`src/rtl/hv_cosine_stream.sv`:
```
`default_nettype none
// +--------------------------------------------------------------------------+
// | Module   : hv_cosine_stream                                              |
// | Brief    : streaming exact dot(A,B), sum(A^2), sum(B^2) per hypervector; |
// |            define HVCOS_RATIO_EN to add a serial cos*|cos| divider.      |
// | Revision : 1.0  initial release                                          |
// +--------------------------------------------------------------------------+
module hv_cosine_stream #(
  parameter  int W     = 8,
  parameter  int LANES = 4,
  parameter  int DIM   = 1024,
  parameter  int FRAC  = 16,
  localparam int BEATS = DIM / LANES,
  localparam int ACC_W = 2*W + $clog2(DIM) + 1
) (
  input  logic               aclk,
  input  logic               aresetn,
  input  logic               s_valid,
  output logic               s_ready,
  input  logic [W*LANES-1:0] s_a,
  input  logic [W*LANES-1:0] s_b,
  input  logic               s_last,
  output logic               m_valid,
  input  logic               m_ready,
  output logic [ACC_W-1:0]   m_dot,
  output logic [ACC_W-1:0]   m_sqa,
  output logic [ACC_W-1:0]   m_sqb,
  output logic               m_err
`ifdef HVCOS_RATIO_EN
  ,
  output logic [FRAC+1:0]    m_score
`endif
);

  localparam int c_bc_w = (BEATS > 1) ? $clog2(BEATS) : 1;
  localparam logic [c_bc_w-1:0] c_last_beat = c_bc_w'(BEATS - 1);

  generate
    if (((DIM % LANES) != 0) || (FRAC < 1)) begin : g_bad_cfg
      $error("hv_cosine_stream: DIM must be a multiple of LANES and FRAC >= 1");
    end
  endgenerate

  typedef enum logic [1:0] {
    ST_ACC   = 2'd0,
    ST_DRAIN = 2'd1,
    ST_RATIO = 2'd2,
    ST_OUT   = 2'd3
  } state_t;

  state_t              r_state;
  logic [c_bc_w-1:0]   r_beat_cnt;
  logic [1:0]          r_drain_cnt;
  logic                r_err;
  logic                r_s_ready;
  logic                r_m_valid;
  logic [ACC_W-1:0]    r_m_dot;
  logic [ACC_W-1:0]    r_m_sqa;
  logic [ACC_W-1:0]    r_m_sqb;
  logic                r_m_err;

  logic signed [W-1:0]     w_a    [LANES];
  logic signed [W-1:0]     w_b    [LANES];
  logic signed [2*W-1:0]   r_p_ab [LANES];
  logic signed [2*W-1:0]   r_p_aa [LANES];
  logic signed [2*W-1:0]   r_p_bb [LANES];
  logic                    r_v1;
  logic                    r_v2;
  logic signed [ACC_W-1:0] w_sum_ab, w_sum_aa, w_sum_bb;
  logic signed [ACC_W-1:0] r_t_ab, r_t_aa, r_t_bb;
  logic signed [ACC_W-1:0] r_acc_dot, r_acc_sqa, r_acc_sqb;

  logic w_take;
  logic w_accept;

  assign w_take   = s_valid && r_s_ready;
  assign w_accept = r_m_valid && m_ready;

  assign s_ready = r_s_ready;
  assign m_valid = r_m_valid;
  assign m_dot   = r_m_dot;
  assign m_sqa   = r_m_sqa;
  assign m_sqb   = r_m_sqb;
  assign m_err   = r_m_err;

  // Lane products are sign-extended to the accumulator width before summing.
  always_comb begin
    w_sum_ab = '0;
    w_sum_aa = '0;
    w_sum_bb = '0;
    for (int i = 0; i < LANES; i++) begin
      w_a[i]   = s_a[W*i +: W];
      w_b[i]   = s_b[W*i +: W];
      w_sum_ab = w_sum_ab + {{(ACC_W-2*W){r_p_ab[i][2*W-1]}}, r_p_ab[i]};
      w_sum_aa = w_sum_aa + {{(ACC_W-2*W){r_p_aa[i][2*W-1]}}, r_p_aa[i]};
      w_sum_bb = w_sum_bb + {{(ACC_W-2*W){r_p_bb[i][2*W-1]}}, r_p_bb[i]};
    end
  end

  always_ff @(posedge aclk or negedge aresetn) begin
    if (!aresetn) begin
      r_v1 <= 1'b0;
      r_v2 <= 1'b0;
      for (int i = 0; i < LANES; i++) begin
        r_p_ab[i] <= '0;
        r_p_aa[i] <= '0;
        r_p_bb[i] <= '0;
      end
      r_t_ab    <= '0;
      r_t_aa    <= '0;
      r_t_bb    <= '0;
      r_acc_dot <= '0;
      r_acc_sqa <= '0;
      r_acc_sqb <= '0;
    end else begin
      r_v1 <= w_take;
      if (w_take) begin
        for (int i = 0; i < LANES; i++) begin
          r_p_ab[i] <= (2*W)'(w_a[i]) * (2*W)'(w_b[i]);
          r_p_aa[i] <= (2*W)'(w_a[i]) * (2*W)'(w_a[i]);
          r_p_bb[i] <= (2*W)'(w_b[i]) * (2*W)'(w_b[i]);
        end
      end
      r_v2 <= r_v1;
      if (r_v1) begin
        r_t_ab <= w_sum_ab;
        r_t_aa <= w_sum_aa;
        r_t_bb <= w_sum_bb;
      end
      if (w_accept) begin
        r_acc_dot <= '0;
        r_acc_sqa <= '0;
        r_acc_sqb <= '0;
      end else if (r_v2) begin
        r_acc_dot <= r_acc_dot + r_t_ab;
        r_acc_sqa <= r_acc_sqa + r_t_aa;
        r_acc_sqb <= r_acc_sqb + r_t_bb;
      end
    end
  end

`ifdef HVCOS_RATIO_EN
  localparam int c_pw   = 2*ACC_W + FRAC + 1;
  localparam int c_dv_w = $clog2(FRAC + 2);
  localparam logic [c_dv_w-1:0] c_div_last = c_dv_w'(FRAC + 1);
  localparam logic [FRAC:0]     c_one      = {1'b1, {FRAC{1'b0}}};

  logic [ACC_W-1:0]   w_mag;
  logic [2*ACC_W-1:0] w_num_sq;
  logic [2*ACC_W-1:0] w_den;
  logic [FRAC:0]      w_qsat;
  logic [FRAC+1:0]    w_score;
  logic [c_pw-1:0]    r_rem;
  logic [c_pw-1:0]    r_den;
  logic [FRAC:0]      r_q;
  logic               r_neg;
  logic               r_zero;
  logic [c_dv_w-1:0]  r_div_cnt;
  logic [FRAC+1:0]    r_m_score;

  assign w_mag    = r_acc_dot[ACC_W-1] ? -r_acc_dot : r_acc_dot;
  assign w_num_sq = (2*ACC_W)'(w_mag) * (2*ACC_W)'(w_mag);
  assign w_den    = (2*ACC_W)'(r_acc_sqa) * (2*ACC_W)'(r_acc_sqb);
  // Cauchy-Schwarz keeps the quotient at or below one; the clamp is a backstop.
  assign w_qsat   = (r_q > c_one) ? c_one : r_q;
  assign w_score  = r_zero ? '0 : (r_neg ? -{1'b0, w_qsat} : {1'b0, w_qsat});
  assign m_score  = r_m_score;
`endif

  always_ff @(posedge aclk or negedge aresetn) begin
    if (!aresetn) begin
      r_state     <= ST_ACC;
      r_beat_cnt  <= '0;
      r_drain_cnt <= '0;
      r_err       <= 1'b0;
      r_s_ready   <= 1'b0;
      r_m_valid   <= 1'b0;
      r_m_dot     <= '0;
      r_m_sqa     <= '0;
      r_m_sqb     <= '0;
      r_m_err     <= 1'b0;
`ifdef HVCOS_RATIO_EN
      r_rem       <= '0;
      r_den       <= '0;
      r_q         <= '0;
      r_neg       <= 1'b0;
      r_zero      <= 1'b0;
      r_div_cnt   <= '0;
      r_m_score   <= '0;
`endif
    end else begin
      case (r_state)
        ST_ACC: begin
          r_s_ready <= 1'b1;
          if (w_take) begin
            if (s_last != (r_beat_cnt == c_last_beat)) begin
              r_err <= 1'b1;
            end
            if (r_beat_cnt == c_last_beat) begin
              r_beat_cnt  <= '0;
              r_drain_cnt <= '0;
              r_s_ready   <= 1'b0;
              r_state     <= ST_DRAIN;
            end else begin
              r_beat_cnt <= r_beat_cnt + c_bc_w'(1);
            end
          end
        end
        // Two pipeline flush cycles, then one edge to latch the settled sums.
        ST_DRAIN: begin
          r_drain_cnt <= r_drain_cnt + 2'd1;
          if (r_drain_cnt == 2'd2) begin
`ifdef HVCOS_RATIO_EN
            r_rem     <= {1'b0, w_num_sq, {FRAC{1'b0}}};
            r_den     <= {1'b0, w_den, {FRAC{1'b0}}};
            r_neg     <= r_acc_dot[ACC_W-1];
            r_zero    <= (w_den == '0);
            r_q       <= '0;
            r_div_cnt <= '0;
            r_state   <= ST_RATIO;
`else
            r_m_dot   <= r_acc_dot;
            r_m_sqa   <= r_acc_sqa;
            r_m_sqb   <= r_acc_sqb;
            r_m_err   <= r_err;
            r_m_valid <= 1'b1;
            r_state   <= ST_OUT;
`endif
          end
        end
`ifdef HVCOS_RATIO_EN
        ST_RATIO: begin
          if (r_div_cnt == c_div_last) begin
            r_m_dot   <= r_acc_dot;
            r_m_sqa   <= r_acc_sqa;
            r_m_sqb   <= r_acc_sqb;
            r_m_err   <= r_err;
            r_m_score <= w_score;
            r_m_valid <= 1'b1;
            r_state   <= ST_OUT;
          end else begin
            if (r_rem >= r_den) begin
              r_rem <= r_rem - r_den;
              r_q   <= {r_q[FRAC-1:0], 1'b1};
            end else begin
              r_q   <= {r_q[FRAC-1:0], 1'b0};
            end
            r_den     <= r_den >> 1;
            r_div_cnt <= r_div_cnt + c_dv_w'(1);
          end
        end
`endif
        ST_OUT: begin
          if (m_ready) begin
            r_m_valid <= 1'b0;
            r_err     <= 1'b0;
            r_s_ready <= 1'b1;
            r_state   <= ST_ACC;
          end
        end
        default: r_state <= ST_ACC;
      endcase
    end
  end

endmodule
`default_nettype wire

```
`config.mk`:
```
export PLATFORM = sky130hd
export DESIGN_NAME = hv_cosine_stream
export DESIGN_NICKNAME = d
export VERILOG_FILES = /design/src/rtl/hv_cosine_stream.sv
export SDC_FILE = /design/constraint.sdc
export NUM_CORES = 2
export LEC_CHECK = 0
export CAP_MARGIN = 5
export CORE_MARGIN = 4
export CORE_UTILIZATION = 45
export CTS_CLUSTER_SIZE = 8
export DETAILED_ROUTE_END_ITERATION = 8
export PLACE_DENSITY = 0.7
export SYNTH_ARGS = -nofsm -noshare
export SYNTH_HDL_FRONTEND = slang
export SYNTH_SLANG_ARGS = --single-unit
```
`constraint.sdc`:
```
create_clock -name aclk -period 4.4 [get_ports aclk]
set_clock_uncertainty 0.1 [all_clocks]
set_input_delay 0.88 -clock aclk [delete_from_list [all_inputs] [get_ports aclk]]
set_output_delay 0.88 -clock aclk [all_outputs]
set_load 0.02 [all_outputs]
```
## Yosys cells after proc, flatten, opt, wreduce, memory -nomap -nowiden

Cells that the tools add are included.

- Bits in registers: 453
- Output and inout bits: 84
- Logic and storage cells: 105
- Input port bits: 69

- Equality and inequality tests: 10
- Add/subtract/negate cells: 14
- Muxes and demuxes: 25
- Multiply operators: 12
- Reductions and logical operators: 14

Operators by type and width:

| cell | number |
|---|---|
| $mul 8x8->16 | 12 |
| $mux 27 | 6 |
| $add 27x27->27 | 3 |
| $add 18x16->19 | 3 |
| $add 17x16->18 | 3 |
| $add 16x16->17 | 3 |
| $mux 2 | 6 |
| $ne 2x2->1 const B | 5 |
| $add 8x1->8 const B | 1 |
| $eq 8x8->1 const B | 1 |
| $mux 8 | 1 |
| $reduce_and 4->1 | 2 |
| $reduce_bool 2->1 | 4 |
| $mux 1 | 7 |
| $pmux 1 s2 | 3 |
| $pmux 2 s3 | 1 |
| $reduce_and 2->1 | 3 |
| $reduce_and 3->1 | 2 |
| $eq 2x2->1 const B | 2 |
| $pmux 2 s2 | 1 |
| $add 2x1->2 const B | 1 |
| $eq 2x1->1 const B | 1 |
| $logic_and 1x1->1 | 2 |
| $logic_not 2->1 | 1 |
| $ne 1x1->1 | 1 |

## Longest topological paths before layout

- Word-level depth: 5
- Depth in mapped cells: 23
- Mapped depth without buffers: 21

## Least setup slack after synthesis

OpenSTA, ideal clock, no wires.

- Path type: input to register
- Start: input s_b[10]
- End: register r_p_ab[46] (netlist bit)
- Arrival: 5.066 ns
- Path slack: -0.835 ns
- Path buffers: 2
- Required time: 4.231 ns
- Stages on the path: 20
- Library setup time: 0.069 ns
- Path through: clkbuf_1 -> clkbuf_1 -> and2_1 -> fa_1 -> inv_1 -> fa_1 -> inv_1 -> fa_1 -> inv_1 -> fa_1 -> inv_1 -> ha_1 -> o21ai_0 -> a21boi_0 -> o21ai_0 -> a21oi_1 -> o21ai_0 -> a21boi_0 -> or3_1 -> nand3_1

- Longest elaborated chain between the ends: 1

Ends and longest elaborated chain:

| item | line | source |
|---|---|---|
| start, declared | 21 | `input logic [W*LANES-1:0] s_b,` |
| $mul 8x8->16 | 119 | `r_p_ab[i] <= (2*W)'(w_a[i]) * (2*W)'(w_b[i]);` |
| end signal, assigned by index | 119 |  |
| end, declared | 64 | `logic signed [2*W-1:0] r_p_ab [LANES];` |

No other way between the ends.
A chain may end at the register's enable or synchronous reset.

## Worst setup path in the final report

- Start: input s_a[20]
- End: register r_p_ab[31] (netlist bit)

- Longest elaborated chain between the ends: 1

Ends and longest elaborated chain:

| item | line | source |
|---|---|---|
| start, declared | 20 | `input logic [W*LANES-1:0] s_a,` |
| $mul 8x8->16 | 119 |  |

No other way between the ends.

==> results.ini <==
[cts]
tritoncts = yes
cts_root_buf = clkbuf_16
clkTransAtPathRegs_ns = 0.05
clock_path_buffers = 3
cts_made_buffers = 59
insertion_delay_ns = 0.64
htreeDepth = 2
clock-sinks = 421

[floorplanning]
die_h_um = 340.9
core_area_um2 = 109500
start_util_pct = 45.56
die_x_um = 340.9
die_area_um2 = 116200
ios = 153
rows = 121

[place]
place.gp.congestion = 0.9010
dpl.hpwl_mm = 103.0
dp_slack_ns = -1.272
numPortBuffers = 152
dpl_cell_area_um2 = 58950

[timing]
min_period_ns = 4.462
fin_setup_tns_ns = -0.2532
max_freq_ghz = 0.2241
setup_violations = 7
worst_pin_slew_ns = 0.8999
period_share_pct = 101.4
rsz0062_at_grt = true
finalWorstSetupSlack_ns = -0.06224
slew_violations = 0
hold_violations = 0
slew_headroom_pct = 39.82

[worst_setup_path]
path_cells = buf_8 -> and2_4 -> fa_1 -> inv_2 -> fa_1 -> inv_2 -> fa_1 -> inv_1 -> fa_1 -> inv_2 -> ha_4 -> a21o_1 -> a21o_1 -> a21oi_2 -> o21ai_2 -> o41ai_2 -> xnor2_1 -> o21ai_1
worstRegToRegCells = 15
cp_num_cells = 18
worstSetupPathType = input port to register
crit_top_cell = fa_1
slowest_delay_ns = 0.56
cp_max_fo = 3
worstPathRequired_ns = 4.77
cp_num_buf_inv = 5
cp-start-kind = input port
critPathTopFamily = adder cells
end_kind = register
critPathSlowestCell = fa_1
critPathArrivalTime_ns = 4.83

[logic_synthesis]
synth_ff_type = dfrtp_1
ys_warn_count = 0
avgSynthCellArea_um2 = 9.514
ys_top_cells_by_area = fa_1, dfrtp_1, ha_1
yosysSeqAreaShare_pct = 21.13
syn_inst = 5241
ys_types = 74
netlist_area_um2 = 49860
synth_edf_count = 0
synth_top_area_share_pct = 26.46
yosysTopAreaCell = fa_1
ys_async_sr_fraction_pct = 100.0
synth_seq_cells = 421

[cells_and_area]
area_delta_synth_final_pct = 29.97
finalNetCount = 7341
mostFrequentLayoutCells = inv_1, buf_4, fa_1, nand2_1, dfrtp_1
fill_cells = 8743
final_common_cell = inv_1
drive_above_1_share_pct = 29.70
fin_util_pct = 59.21
diodes = 0
final_area_um2 = 64810

[outcome]
violations = negative setup slack
status = finished with violations

[global_routing]
grt-ovfl-total = 0
antenna_found_initial = 1
grt_usage_pct = 22.67
grt_max_degree = 107
grt_pass1_wl_mm = 213.5
grt_pass1_vias = 41080

[pwr]
power_density_nw_per_um2 = 791.5
ir_worst_vdd_v = 0.001016
p_leak_nw = 31.97
power_mw = 51.29

[routing]
first_pass_iters = 7
remaining_drc_errors = 0
viasPerCell = 5.171
detail_route.wl_per_cell_um = 17.68
vias = 39390
drtIter0Drc = 2051
ant_nets = 0
routed_wl_mm = 134.7

[hold_path]
min_path_type = input port to async pin

[run]
maxCapViolations = 0

## sequential cells by signal, indices dropped and copies added (netlist names)
name and flops:
m_dot 27, m_err 1, m_sqa 27, m_sqb 27, m_valid 1, r_acc_dot 27
r_acc_sqa 27, r_acc_sqb 27, r_beat_cnt 8, r_drain_cnt 2, r_err 1, r_p_aa 60
r_p_ab 64, r_p_bb 60, r_state 2, r_t_aa 19, r_t_ab 19, r_t_bb 19
r_v1 1, r_v2 1, s_ready 1
## worst reg2reg max path, stage by stage (launching register included)
cell and delay [ns]:
dfrtp_1 0.40, fa_1 0.57, inv_1 0.06, fa_1 0.50
inv_1 0.07, fa_2 0.34, a21o_1 0.16, a21o_1 0.21
a2111oi_4 0.38, o31ai_4 0.13, a2111oi_4 0.35, nor2_1 0.12
buf_4 0.15, xnor2_1 0.11, buf_4 0.15, mux2_2 0.26
## cell usage after synthesis (all sizes together) (27+ instances only)
library cell / count
nor2: 240
nor3: 39
and2: 262
mux2i: 49
and3: 42
ha: 480
xor2: 67
nand2: 503
o31ai: 52
fa: 659
o21bai: 35
nand3b: 28
a21o: 83
o21ai: 212
a211oi: 29
nor2b: 73
xnor2: 234
a21boi: 27
dfrtp: 421
clkbuf: 175
nand3: 51
a21oi: 160
nand2b: 39
inv: 914
mux2: 131
## where the power goes
group	total, mW	internal [mW]	switching (mW)
Clock	4.17	2.47	1.70
Combinational	40.1	19.4	20.7
Sequential	7.06	5.36	1.71
Total	51.3	27.2	24.1
## layout make-up
type                       count  area (µm²)  area share, %
multi-input combinational   3720       38480          59.37
tap                         1476        1847          2.850
clock buffer                  65        1530          2.361
timing repair buffer        1015        8827          13.62
clock inverter                 4       85.08         0.1313
sequential                   421       10540          16.26
inverter                     916        3500          5.400
## routing by layer
layer / wire length, µm / GRT usage [%] / vias to the layer above / part of all wire (%)
met5: 13 / 0 / - / 0.0097
met4: 5482 / 7.913 / 2 / 4.1
met3: 6456 / 3.051 / 237 / 4.8
met2: 65880 / 38.84 / 934 / 49
met1: 56820 / 29.58 / 19750 / 42
li1: - / - / 18470 / -
## what timing repair did
item | in CTS | in global routing
resized for setup | 542 | 510
hold buffers | 0 | 0
gates cloned | 13 | 4
pin swaps | 270 | 322
buffers inserted | 103 | 66
setup endpoints to repair | 84 | 68
## final timing paths
path | startpoint | slack [ns] | endpoint
worst max-delay path | s_a[20] | -0.06 | r_p_ab[31]
min in group aclk | r_beat_cnt[6] | 0.38 | r_beat_cnt[6]
worst min register to register | r_beat_cnt[6] | 0.38 | r_beat_cnt[6]
worst min-delay path | aresetn | 0.11 | r_beat_cnt[5]
max in group asynchronous | aresetn | 3.08 | r_p_aa[45]
worst max register to register | r_p_aa[2] | 0.19 | r_t_aa[13]
## logic make-up after synthesis
kind of cell	synth area share, %
AND/OR/NAND/NOR	13.40
adder cells (fa/ha/maj)	38.50
buffers and inverters	8.313
AO/OA/AOI/OAI	9.405
flip-flops	21.13
XOR/XNOR	5.287
multiplexers	3.949
other	0.01506
## metrics by stage
step	cells	hold slack (ns)
detailed placement	7376	0.3743
global placement	7376	0.3620
CTS	7558	0.1052
global route	7617	0.1255
finish	7617	0.1092
floorplan	5245	0.2704
Power figures use the tool's default switching activity.
